## src/rtl/redun_mont_pkg.sv

```systemverilog
// Shared parameters and types for the redundant Montgomery squarer and its
// redundant-to-binary output stage.
package redun_mont_pkg;

  localparam int WRD_BITS = 16;
  localparam int NUM_WRDS = 4;
  localparam int CNT_W    = (NUM_WRDS > 1) ? $clog2(NUM_WRDS) : 1;

  // Modulus; must fit in NUM_WRDS*WRD_BITS bits.
  localparam logic [NUM_WRDS*WRD_BITS-1:0] P =
    (NUM_WRDS*WRD_BITS)'(64'h1234_5678_9ABC_DEF1);

  // One redundant word: WRD_BITS data bits plus one carry bit.
  typedef logic [WRD_BITS:0] redun0_t;

  typedef logic [NUM_WRDS-1:0][WRD_BITS-1:0] bin_wrds_t;

  localparam bin_wrds_t P_WRDS = P;

  typedef enum logic [1:0] {
    IDLE,
    CARRY,
    SUB,
    DONE
  } redun_to_bin_state_t;

endpackage

```

## src/rtl/redun_word_addsub.sv

```systemverilog
// One-word combinational slice: mode=0 adds a+b+cin (2-bit carry out),
// mode=1 subtracts a-b-cin (borrow out in cout[0]).
module redun_word_addsub
  import redun_mont_pkg::*;
(
  input  logic [WRD_BITS:0]   a,
  input  logic [WRD_BITS-1:0] b,
  input  logic [1:0]          cin,
  input  logic                mode,
  output logic [WRD_BITS-1:0] res,
  output logic [1:0]          cout
);

  logic [WRD_BITS+1:0] sum;

  always_comb begin
    sum  = '0;
    cout = '0;
    if (mode) begin
      // Operands are below 2^WRD_BITS here, so a negative result sets the top bit.
      sum  = {1'b0, a} - {2'b00, b} - {{WRD_BITS{1'b0}}, cin};
      cout = {1'b0, sum[WRD_BITS+1]};
    end else begin
      sum  = {1'b0, a} + {2'b00, b} + {{WRD_BITS{1'b0}}, cin};
      cout = sum[WRD_BITS+1:WRD_BITS];
    end
    res = sum[WRD_BITS-1:0];
  end

endmodule

```

## src/rtl/redun_to_bin.sv

```systemverilog
// Word-serial carry resolution of one redundant result into binary.
// Optional final reduction into [0,P) enabled by defining REDUN_FINAL_REDUCE_EN.
module redun_to_bin
  import redun_mont_pkg::*;
#(
  parameter int MAX_SUB = 4
) (
  input  logic                             i_clk,
  input  logic                             i_rst,
  input  logic [NUM_WRDS-1:0][WRD_BITS:0]  i_mul,
  input  logic                             i_val,
  output logic                             o_rdy,
  output logic [NUM_WRDS*WRD_BITS-1:0]     o_bin,
  output logic                             o_val,
  output logic                             o_overflow,
  output logic                             o_drop
);

  localparam int OUT_BITS = NUM_WRDS*WRD_BITS;

  if (MAX_SUB < 1) begin : g_bad_max_sub
    $error("redun_to_bin: MAX_SUB must be at least 1");
  end

  redun_to_bin_state_t state_q, state_d;

  redun0_t [NUM_WRDS-1:0] word_buf_q;
  bin_wrds_t              out_q;
  logic [OUT_BITS-1:0]    hold_q;
  logic [CNT_W-1:0]       cnt_q;
  logic [1:0]             carry_q;
  logic                   ovf_q;
  logic                   drop_q;
  logic                   last_wrd;

  logic [WRD_BITS:0]      sl_a;
  logic [WRD_BITS-1:0]    sl_b;
  logic [1:0]             sl_cin;
  logic                   sl_mode;
  logic [WRD_BITS-1:0]    sl_res;
  logic [1:0]             sl_cout;

`ifdef REDUN_FINAL_REDUCE_EN
  localparam int NSUB_W = $clog2(MAX_SUB + 1);

  bin_wrds_t              trial_q;
  bin_wrds_t              trial_nxt;
  logic                   borrow_q;
  logic [NSUB_W-1:0]      nsub_q;
`endif

  assign last_wrd = (cnt_q == CNT_W'(NUM_WRDS - 1));

  always_comb begin
    sl_a    = word_buf_q[cnt_q];
    sl_b    = '0;
    sl_cin  = carry_q;
    sl_mode = 1'b0;
`ifdef REDUN_FINAL_REDUCE_EN
    if (state_q == SUB) begin
      sl_a    = {1'b0, out_q[cnt_q]};
      sl_b    = P_WRDS[cnt_q];
      sl_cin  = {1'b0, borrow_q};
      sl_mode = 1'b1;
    end
`endif
  end

  redun_word_addsub u_slice (
    .a    (sl_a),
    .b    (sl_b),
    .cin  (sl_cin),
    .mode (sl_mode),
    .res  (sl_res),
    .cout (sl_cout)
  );

`ifdef REDUN_FINAL_REDUCE_EN
  always_comb begin
    trial_nxt        = trial_q;
    trial_nxt[cnt_q] = sl_res;
  end
`endif

  always_ff @(posedge i_clk) begin
    if (i_rst) state_q <= IDLE;
    else       state_q <= state_d;
  end

  always_comb begin
    state_d = state_q;
    case (state_q)
      IDLE:  if (i_val) state_d = CARRY;
      CARRY: if (last_wrd) begin
`ifdef REDUN_FINAL_REDUCE_EN
        state_d = SUB;
`else
        state_d = DONE;
`endif
      end
`ifdef REDUN_FINAL_REDUCE_EN
      // Stop on a failed trial, or once MAX_SUB trials have been committed.
      SUB: if (last_wrd && (sl_cout[0] || (nsub_q == NSUB_W'(MAX_SUB - 1))))
        state_d = DONE;
`endif
      DONE:    state_d = IDLE;
      default: state_d = IDLE;
    endcase

    o_rdy      = (state_q == IDLE);
    o_val      = (state_q == DONE);
    o_bin      = o_val ? out_q : hold_q;
    o_overflow = o_val & ovf_q;
    o_drop     = drop_q;
  end

  always_ff @(posedge i_clk) begin
    if (i_rst) begin
      word_buf_q <= '0;
      out_q      <= '0;
      hold_q     <= '0;
      cnt_q      <= '0;
      carry_q    <= '0;
      ovf_q      <= 1'b0;
      drop_q     <= 1'b0;
`ifdef REDUN_FINAL_REDUCE_EN
      trial_q    <= '0;
      borrow_q   <= 1'b0;
      nsub_q     <= '0;
`endif
    end else begin
      drop_q <= i_val && (state_q != IDLE);
      case (state_q)
        IDLE: if (i_val) begin
          word_buf_q <= i_mul;
          cnt_q      <= '0;
          carry_q    <= '0;
          ovf_q      <= 1'b0;
        end
        CARRY: begin
          out_q[cnt_q] <= sl_res;
          carry_q      <= sl_cout;
          cnt_q        <= last_wrd ? '0 : cnt_q + 1'b1;
          if (last_wrd) begin
            ovf_q    <= (sl_cout != 2'd0);
`ifdef REDUN_FINAL_REDUCE_EN
            borrow_q <= 1'b0;
            nsub_q   <= '0;
`endif
          end
        end
`ifdef REDUN_FINAL_REDUCE_EN
        SUB: begin
          trial_q  <= trial_nxt;
          borrow_q <= sl_cout[0];
          cnt_q    <= last_wrd ? '0 : cnt_q + 1'b1;
          if (last_wrd) begin
            borrow_q <= 1'b0;
            if (!sl_cout[0]) begin
              out_q  <= trial_nxt;
              nsub_q <= nsub_q + 1'b1;
              if (nsub_q == NSUB_W'(MAX_SUB - 1)) ovf_q <= 1'b1;
            end
          end
        end
`endif
        DONE:    hold_q <= out_q;
        default: ;
      endcase
    end
  end

endmodule

```

## config.mk

```make
export PLATFORM = sky130hd
export DESIGN_NAME = redun_to_bin
export DESIGN_NICKNAME = d
export VERILOG_FILES = /design/src/rtl/redun_mont_pkg.sv /design/src/rtl/redun_word_addsub.sv /design/src/rtl/redun_to_bin.sv
export SDC_FILE = /design/constraint.sdc
export NUM_CORES = 1
export LEC_CHECK = 0
export CORE_AREA = 2 2 185 132
export CTS_CLUSTER_SIZE = 20
export DETAILED_ROUTE_END_ITERATION = 6
export DIE_AREA = 0 0 187 134
export PLACE_DENSITY_LB_ADDON = 0.1
export SLEW_MARGIN = 20
export SYNTH_ARGS = -nofsm -noshare
export SYNTH_HDL_FRONTEND = slang
export SYNTH_SLANG_ARGS = --single-unit
```

## constraint.sdc

```tcl
create_clock -name i_clk -period 3.9 [get_ports i_clk]
set_input_delay 0.78 -clock i_clk [delete_from_list [all_inputs] [get_ports i_clk]]
set_output_delay 0.78 -clock i_clk [all_outputs]
set_load 0.005 [all_outputs]
```

==> impl_metrics.py <==
metrics = {
    "floorplanning": {
        "num_io_pins": 139,
        "die_y_um": 134,
        "row_count": 47,
        "initial_utilization_pct": 34.4,
        "die_w_um": 187,
        "dieArea_um2": 25100,
        "core_area_um2": 23300,
    },
    "yosys": {
        "yosysWarnings": 0,
        "netlist_area_um2": 8030,
        "syn_avg_cell_area_um2": 9.73,
        "netlist-cell-type-count": 35,
        "synth_common_cells": "dfxtp_1, nand2_1, nor2_1, a21oi_1, nor2b_1",
        "yosysTopAreaCell": "dfxtp_1",
        "synthArstFlopShare_pct": 0,
        "ys_top_cells_by_area": "dfxtp_1, mux2_2, nand2_1",
        "netlist_instances": 825,
        "synth-edff-count": 0,
        "syn_nets": 903,
        "synth_top_area_share_pct": 50.9,
        "ys_ff_latch": 204,
        "synth_most_common_cell": "dfxtp_1",
        "seq_area_frac_synth_pct": 50.9,
        "ys.flop_type": "dfxtp_1",
    },
    "detailed_routing": {
        "ant_nets": 0,
        "vias": 5949,
        "drt-total-wl_mm": 21.0,
        "drcViolationCount": 0,
        "first_pass_iters": 4,
        "routedWlPerCell_um": 16.5,
        "viasPerCell": 4.67,
        "drtIter0Drc": 304,
    },
    "clock_tree": {
        "cts_tree": "yes",
        "cts_setup_buffers": 0,
        "cts_buffer_depth": 3,
        "htree_levels": 1,
        "ctsResizeCount": 0,
        "clk_latency_ns": 0.50,
        "ctsHoldBuffers": 0,
        "cts_root_buf": "clkbuf_16",
        "clkSlewWorstSetupHoldPaths_ns": 0.06,
        "numCtsBuffers": 21,
        "clock-sinks": 204,
    },
    "place": {
        "dp_worst_setup_slack_ns": 1.10,
        "place.port_buffers": 138,
        "dpl_cell_area_um2": 9720,
        "routabilityCongestion": 0.727,
        "hpwl_mm": 14.7,
    },
    "critical_path": {
        "arrival_ns": 2.44,
        "r2r_start": "cnt_q[0]$_SDFFE_PP0P_",
        "r2r_setup_slack_ns": 1.10,
        "required_ns": 3.12,
        "r2r_end": "ovf_q$_SDFFE_PP0P_",
        "ff2ff_path_depth": 8,
        "worstSetupPathType": "reg -> out",
        "cp_max_fo": 23,
        "crit_path_end_kind": "output port",
        "startpoint_type": "flop",
    },
    "global_route": {
        "grt_antenna_before_repair": 1,
        "grt_first_pass_wirelength_mm": 32.7,
        "grt_util_all_layers_pct": 16.5,
        "grt_max_degree": 108,
        "grt_pass1_vias": 5734,
        "grt-ovfl-total": 0,
    },
    "sta": {
        "fin_crit_sh_pct": 82.6,
        "hold_viol": 0,
        "finalMaxSlewViolations": 0,
        "tightest_slew_ns": 1.00,
        "setup_tns_ns": 0,
        "maxClockFrequency_mhz": 310,
        "slew_headroom_pct": 33.2,
        "clock_skew_ns": 0.0110,
        "min_period_ns": 3.22,
        "worst_slack_ns": 0.677,
        "rsz0062_at_grt": "false",
        "setup_viol": 0,
        "hold_slack_ns": 0.456,
    },
    "finish": {
        "layout-drive-gt1-share_pct": 14.8,
        "final_nets": 1017,
        "synthToLayoutAreaGrowth_pct": 29.7,
        "final_area_um2": 10400,
        "fill_cells": 2280,
    },
    "worst_hold_path": {
        "hold_depth": 2,
        "hold_start": "word_buf_q[30]$_SDFFE_PP0P_",
        "hp-class": "reg -> reg",
        "hold_path_end": "word_buf_q[30]$_SDFFE_PP0P_",
    },
    "power": {
        "powerDensity_nw_per_um2": 437,
        "leakage_nw": 3.80,
        "irDropWorstVdd_v": 0.000268,
    },
    "status": {
        "status": "finished clean",
    },
    "job": {
        "cap_violations": 0,
    },
}
cell families after synthesis:
| family | count (synthesis) | share of synthesized area, % |
|---|---|---|
| xor gates and xnor gates | 14 | 1.53 |
| buffers and inverters | 69 | 3.46 |
| AOI/OAI and AO/OA | 131 | 10.1 |
| DFF | 204 | 50.9 |
| muxes | 91 | 15.0 |
| and+or+nand+nor | 309 | 17.9 |
| adders and majority gates | 7 | 1.18 |
state kept, by name, summed over array words and instances, names as in the netlist:
name,count
word_buf_q,68
hold_q,64
out_q,64
carry_q,2
cnt_q,2
state_q,2
o_drop,1
ovf_q,1
cells in the final DEF, fill, tap and decap left out, drive strengths merged, types with 17 or more instances in the layout:
cell type | netlist | routed
dfxtp | 204 | 204
nand2 | 146 | 146
clkdlybuf4s50 | 0 | 137
nor2 | 74 | 74
a21oi | 70 | 70
nor2b | 67 | 67
mux2 | 65 | 65
a211oi | 56 | 56
clkbuf | 52 | 34
mux4 | 17 | 17
how the worst max path moves through the flow:
stage               slack, ns                endpoint               startpoint  depth (start not counted)
floorplan                1.18      ovf_q$_SDFFE_PP0P_    cnt_q[1]$_SDFFE_PP0P_                         10
global placement         1.10  out_q[46]$_SDFFE_PP0P_    cnt_q[0]$_SDFFE_PP0P_                          8
detailed placement       1.10  out_q[46]$_SDFFE_PP0P_    cnt_q[0]$_SDFFE_PP0P_                          8
CTS                      0.64               o_bin[39]  state_q[0]$_SDFFE_PP0P_                          4
global route             0.55               o_bin[47]  state_q[0]$_SDFFE_PP0P_                          4
finish                   0.68               o_bin[39]  state_q[0]$_SDFFE_PP0P_                          4
layer usage:
| layer | GRT usage, % | vias to the layer above | wire [µm] |
|---|---|---|---|
| met5 | 0.577 | - | 0 |
| met4 | 3.40 | 0 | 308 |
| met3 | 3.06 | 22 | 963 |
| met2 | 24.5 | 106 | 8770 |
| met1 | 24.8 | 2784 | 11000 |
| li1 | - | 3037 | - |
cell type report:
cell class	instances	area [µm²]	share of cell area, %
clock inverter	4	48.8	0.469
sequential	204	4080	39.2
inverter	7	26.3	0.252
multi-input combinational	552	3680	35.3
antenna	1	2.50	0.0240
timing repair buffer	153	1530	14.7
clock buffer	34	644	6.19
tap	318	398	3.82
report_power, final:
group | internal (W) | total, W | switching [W]
Combinational | 0.000159 | 0.000352 | 0.000193
Clock | 0.00120 | 0.00201 | 0.000814
Sequential | 0.00215 | 0.00219 | 0.0000429
Total | 0.00350 | 0.00455 | 0.00105
worst max-delay path, stage by stage, from the launching register on:
cell and delay [ns]:
dfxtp_1 0.36, nand2_2 0.33, buf_4 0.39, mux2_2 0.39, clkdlybuf4s50_1 0.47
stage by stage:
stage / instances / utilization (%) / total power, W
3_3_place_gp: 1234 / 41.6 / 0.00260
4_1_cts: 1272 / 44.6 / 0.00461
3_5_place_dp: 1234 / 41.6 / 0.00260
5_1_grt: 1273 / 44.6 / 0.00473
2_1_floorplan: 825 / - / 0.00243
6_report: 1273 / 44.6 / 0.00455
(Power assumes the default switching activity.)
